`src/rtl/sample_mem_loader.sv`:
```
// Byte-stream loader: collects BYTES_PER_SAMPLE pixel bytes plus one label byte per
// sample and writes vector and label to data_mem/label_mem at a shared address.
module sample_mem_loader #(
  parameter int BYTES_PER_SAMPLE = 62,
  parameter int NUM_SAMPLES      = 750,
  parameter int ADDR_W           = 10
) (
  input  logic                          clk,
  input  logic                          rst,
  input  logic                          start,
  input  logic                          in_valid,
  input  logic [7:0]                    in_data,
  output logic                          in_ready,
  output logic                          wr_en,
  output logic [ADDR_W-1:0]             wr_addr,
  output logic [BYTES_PER_SAMPLE*8-1:0] wr_data,
  output logic                          label_wr_en,
  output logic [3:0]                    label_data,
  output logic                          busy,
  output logic                          load_done,
  output logic                          label_err
);

  localparam int DATA_W = BYTES_PER_SAMPLE * 8;
  localparam int BCNT_W = $clog2(BYTES_PER_SAMPLE + 1);
  localparam int IDX_W  = $clog2(DATA_W);

  localparam logic [BCNT_W-1:0] LAST_BYTE   = BCNT_W'(BYTES_PER_SAMPLE - 1);
  localparam logic [ADDR_W-1:0] LAST_SAMPLE = ADDR_W'(NUM_SAMPLES - 1);

  typedef enum logic [2:0] {
    IDLE    = 3'd0,
    COLLECT = 3'd1,
    LABEL   = 3'd2,
    WRITE   = 3'd3,
    DONE    = 3'd4
  } state_t;

  state_t            state, state_nxt;
  logic [BCNT_W-1:0] byte_cnt;
  logic [ADDR_W-1:0] sample_cnt;
  logic [IDX_W-1:0]  bit_idx;
  logic              start_run;

  // Start is honoured only when no run is in flight.
  assign start_run = start && (state == IDLE || state == DONE);
  assign bit_idx   = IDX_W'({byte_cnt, 3'b000});
  assign wr_addr   = sample_cnt;

  // NOTE: sequential state uses non-blocking assignments so every flop samples
  // pre-edge values regardless of the order the processes are evaluated.
  always_ff @(posedge clk or posedge rst) begin
    if (rst) state <= IDLE;
    else     state <= state_nxt;
  end

  // NOTE: every output of this block gets a default first, so no path through
  // the case statement leaves a signal unassigned and no latch is inferred.
  always_comb begin
    state_nxt   = state;
    in_ready    = 1'b0;
    wr_en       = 1'b0;
    label_wr_en = 1'b0;
    busy        = 1'b0;
    load_done   = 1'b0;
    unique case (state)
      IDLE: begin
        if (start) state_nxt = COLLECT;
      end
      COLLECT: begin
        in_ready = 1'b1;
        busy     = 1'b1;
        if (in_valid && byte_cnt == LAST_BYTE) state_nxt = LABEL;
      end
      LABEL: begin
        in_ready = 1'b1;
        busy     = 1'b1;
        if (in_valid) state_nxt = WRITE;
      end
      WRITE: begin
        wr_en       = 1'b1;
        label_wr_en = 1'b1;
        busy        = 1'b1;
        state_nxt   = (sample_cnt == LAST_SAMPLE) ? DONE : COLLECT;
      end
      DONE: begin
        load_done = 1'b1;
        if (start) state_nxt = COLLECT;
      end
      default: state_nxt = IDLE;
    endcase
  end

  // NOTE: the wide assembly register is reset as well; it is a flop bank, not a
  // RAM, so clearing it costs nothing and keeps outputs defined out of reset.
  always_ff @(posedge clk or posedge rst) begin
    if (rst) begin
      byte_cnt   <= '0;
      sample_cnt <= '0;
      wr_data    <= '0;
      label_data <= '0;
      label_err  <= 1'b0;
    end else begin
      if (start_run) begin
        byte_cnt   <= '0;
        sample_cnt <= '0;
        label_err  <= 1'b0;
      end
      unique case (state)
        COLLECT: begin
          if (in_valid) begin
            wr_data[bit_idx +: 8] <= in_data;
            byte_cnt              <= byte_cnt + 1'b1;
          end
        end
        LABEL: begin
          if (in_valid) begin
            label_data <= in_data[3:0];
            if (in_data > 8'd9) label_err <= 1'b1;
          end
        end
        WRITE: begin
          byte_cnt <= '0;
          // Saturate on the final sample so the counter never wraps.
          if (sample_cnt != LAST_SAMPLE) sample_cnt <= sample_cnt + 1'b1;
        end
        default: ;
      endcase
    end
  end

endmodule

```
`config.mk`:
```
export PLATFORM = sky130hd
export DESIGN_NAME = sample_mem_loader
export DESIGN_NICKNAME = d
export VERILOG_FILES = /design/src/rtl/sample_mem_loader.sv
export SDC_FILE = /design/constraint.sdc
export NUM_CORES = 1
export LEC_CHECK = 0
export CAP_MARGIN = 30
export CELL_PAD_IN_SITES_DETAIL_PLACEMENT = 1
export CELL_PAD_IN_SITES_GLOBAL_PLACEMENT = 2
export CORE_ASPECT_RATIO = 1.5
export CORE_MARGIN = 2
export CORE_UTILIZATION = 34
export DETAILED_ROUTE_END_ITERATION = 16
export PLACE_DENSITY = 0.93
export SYNTH_ARGS = -nofsm -noshare
export SYNTH_HDL_FRONTEND = slang
export SYNTH_SLANG_ARGS = --single-unit
```
`constraint.sdc`:
```
create_clock -name clk -period 24.8 [get_ports clk]
set_input_delay 4.96 -clock clk [delete_from_list [all_inputs] [get_ports clk]]
set_output_delay 4.96 -clock clk [all_outputs]
set_load 0.005 [all_outputs]
```
; ---- Word level (Yosys, flattened, before mapping)
; Index checks and enable logic that the tools add are counted.
[word_totals]
elab_cells = 52
regBits = 520
output_inout_bits = 516
[classes]
order_cmp = 1
shift = 2
eq_ne = 10
n_addsub = 3
n_reduce_logical = 10
mux = 20
[op_table]
columns = op, count
row1 = 496-bit bitwise mux, 1
row2 = "8-bit by 11-bit variable shift with 496-bit output, first input constant", 1
row3 = 8-bit by 11-bit indexed part select with 496-bit output, 1
row4 = 10-bit two-way mux, 3
row5 = 3-bit two-way mux, 4
row6 = 6-bit two-way mux, 2
row7 = 3-bit case mux with 4 select lines, 1
row8 = 6-bit case mux with 2 select lines, 1
row9 = 9-bit negator with 11-bit output, 1
row10 = "10-bit by 1-bit adder with 10-bit output, second input constant", 1
row11 = "10-bit equality test, second input constant", 1
row12 = "10-bit != test, second input constant", 1
row13 = "8-bit by 4-bit greater-than comparator with 1-bit output, second input constant", 1
row14 = 1-bit two-way mux, 8
row15 = "6-bit by 1-bit adder with 6-bit output, second input constant", 1
row16 = "3-bit by 2-bit equality test with 1-bit output, second input constant", 2
row17 = "6-bit equality test, second input constant", 1
row18 = "2-bit != test, second input constant", 2
row19 = 2-bit AND reduction, 2
row20 = 2-bit OR reduction, 2
row21 = "3-bit by 1-bit equality test with 1-bit output, second input constant", 1
row22 = "3-bit equality test, second input constant", 1
row23 = 3-bit zero test, 1
row24 = 3-bit AND reduction, 1
row25 = 4 further kinds, 5

; ---- Depth between registers and ports, before layout
[logic_depth]
ltp_word = 7
depth_mapped = 11
ltp_nobuf = 7

; ---- Least setup slack after synthesis
; Ideal clock, no wire load.
[synth_path]
kind = input-to-reg
from = input in_valid
to = register wr_data[368]
stages = 7
required_time_ns = 24.672
path_buffers = 2
arrival_time_ns = 6.579
setup_slack_ns = 18.093
path_cell_list = nand4bb_1 > buf_2 > a311oi_4 > and2_1 > and3_1 > buf_4 > mux2_1
[synth_between]
elab_chain_len = 1
[synth_rtl]
columns = element, line_no
row1 = "start, declared", 11  ; input logic in_valid,
row2 = 2-bit AND reduction (no source line), --
row3 = "end signal, assigned by index", 112  ; wr_data[bit_idx +: 8] <= in_data;
row4 = "end, declared", 16  ; output logic [BYTES_PER_SAMPLE*8-1:0] wr_data,
; Every way passes these cells.
; A chain may end at the register's enable or synchronous reset.

==> results.yml <==
timing:
  clock_skew_ns: 0.00704
  hold_slack_ns: 0.486
  slew_viol_final: 0
  period_share: 0.319
  worst_slack_ns: 16.88
  fmax_mhz: 126
  period_needed_ns: 7.92
  max_slew_margin: 0.357
  finalSetupViolCount: 0
  rsz0062_at_grt: "false"
  hold_viol: 0
  tightest_slew_ns: 0.962
  fin_setup_tns_ns: 0
die:
  dieWidth_um: 208
  fp.coreArea_um2: 61900
  start_util: 0.343
  dieArea_um2: 64500
  die-height_um: 310
  rows: 112
  io_pins: 528
synthesis:
  ys_seq_elements: 520
  synthCells: 1446
  yosys.area.top_type: "dfrtp_1"
  syn_nets: 1464
  synth.top_cell.area_share: 0.613
  ys_seq_area_frac: 0.613
  synth_enable_flop_cells: 0
  ys.flop_type: "dfrtp_1"
  avgSynthCellArea_um2: 14.7
  synth_warnings: 0
  synth_area_um2: 21200
  synth_cell_type_count: 69
  async_flop_share: 1.00
  synth_area_leaders: "dfrtp_1, mux2_2, and2_1, mux2_1, clkbuf_1"
finish:
  area_growth_pct: 37.1
  drive_above_1_share: 0.327
  nets: 1995
  stdcell_count: 2817
  post-route-util: 0.470
worst_setup_path:
  r2r-start: "byte_cnt[0]$_DFF_PP0_"
  rrSetupSlack_ns: 21.11
  critPathLaunch: "rst"
  crit_fanout: 103
  critPathCaptureType: "async pin"
  criticalPathCategory: "in2async"
  worstPathRequired_ns: 25.40
  startpoint_type: "input pin"
  cp.arrival_ns: 8.52
detailed_routing:
  first_pass_iters: 4
  vias: 14421
  wl_per_cell_um: 26.8
  finalWirelength_um: 75600
  drtAntennaViolNets: 0
  via_per_inst: 5.12
  drcViolationCount: 0
  drt_iter0_markers: 626
placed_design:
  port_buffers: 527
  gp_congestion: 0.832
  numPlacedInstances: 2720
  dp_hpwl_um: 53000
  preCtsSetupSlack_ns: 16.08
clock_tree:
  clock-sinks: 520
  postCtsSetupBuffers: 0
  clock_latency_ns: 0.61
  cts_root_buf: "clkbuf_16"
  cts.repair.resized: 0
  cts.path.max_buffers: 3
  htree_num_levels: 2
  clk_pin_slew_ns: 0.06
  cts_hold_buf: 0
  numCtsBuffers: 50
  cts_tree: "yes"
job:
  cap_violations: 0
min_path:
  holdCritStartpoint: "wr_data[368]$_DFFE_PP0P_"
  hold_class: "reg2reg"
global_routing:
  grt_pass1_vias: 16296
  grt_pass1_wl_um: 111000
  grt_start_max_net_pins: 104
  antenna_found_initial: 3
  track_usage: 0.230
  grt.overflow.total: 0
power:
  vdd_drop_max_uv: 66.5
  power.leakage_nw: 13.4
  p_per_area_nw_per_um2: 96.3
outcome:
  status: "finished, final reports clean"
==> metrics by stage <==
stage | power, mW | area (µm²)
final | 2.80 | 29100
after global routing | 2.93 | 29100
after CTS | 2.83 | 29000
after detailed placement | 2.02 | 27400
after global placement | 1.98 | 27300
after floorplan | 1.48 | 21200
==> cells by family (layout without fill, tap and decap cells) <==
logic type	count (synthesis)	in the layout	synth area share
buffers and inverters	84	654	0.0171
muxes	499	499	0.264
adders and majority gates	6	6	0.00353
and+or+nand+nor	260	260	0.0743
AOI/OAI and AO/OA	68	68	0.0245
other	0	3	0
xor gates and xnor gates	9	9	0.00371
DFF	520	520	0.613
==> critical path, stage by stage <==
cell             delay (ns)
clkdlybuf4s50_1        0.49
inv_8                  0.49
buf_4                  0.69
buf_4                  0.80
buf_4                  0.86
==> synthesized netlist by cell type, types with 10 or more instances <==
library cell	count
mux2_2	474
nand3_1	15
nor2_1	39
nor3_1	10
clkbuf_1	49
mux2_1	18
nand2_1	47
inv_1	10
nand3_2	12
and2_1	35
o21ai_0	27
nor2b_1	18
dfrtp_1	520
buf_2	15
nand2b_1	11
nor2_2	25
==> report_power, final <==
group	internal, mW	switching [mW]	leakage [nW]	total, mW
Sequential	1.02	0.116	7.11	1.14
Clock	0.451	0.340	0.821	0.791
Combinational	0.475	0.396	5.47	0.870
==> cell type report <==
class	instances	area, µm²
diodes	3	7.51
clock buffers	75	1510
clock inverters	16	190
fillers	6271	32800
inverters	11	48.8
multi-input cells	842	7870
flip-flops and latches	520	13000
well taps	798	998
repair buffers	552	5480
==> final timing paths <==
kind                                            end  cells past startpoint
max                        wr_data[276]$_DFFE_PP0P_                      5
min                        wr_data[368]$_DFFE_PP0P_                      1
max reg2reg                 wr_data[49]$_DFFE_PP0P_                      8
min reg2reg                wr_data[368]$_DFFE_PP0P_                      1
max in group clk            wr_data[49]$_DFFE_PP0P_                      6
min in group asynchronous  wr_data[220]$_DFFE_PP0P_                      2
==> flip-flops by register name (all words and copies together), names as in the netlist <==
| signal | cells |
|---|---|
| wr_addr | 10 |
| state | 3 |
| byte_cnt | 6 |
| label_data | 4 |
| label_err | 1 |
| wr_data | 496 |
==> placed cells by master, fill, tap and decap left out, types with 11 or more instances in the layout <==
cell	instances
nand2_1	47
clkbuf_16	50
nor2_2	26
mux2_1	18
nor2_1	38
dfrtp_1	520
nand2b_1	11
clkdlybuf4s50_1	519
and2_1	35
mux2_2	474
nor2b_1	18
o21ai_0	27
nand3_1	15
clkbuf_8	16
nand3_2	12
buf_4	20
==> per-layer routing <==
metal,vias up,GRT usage,part of all wire
li1,6145,-,-
met2,467,0.429,0.54
met5,-,0,0
met4,0,0.103,0.046
met1,7660,0.248,0.36
met3,149,0.0513,0.053
Power figures use the tool's default switching activity.
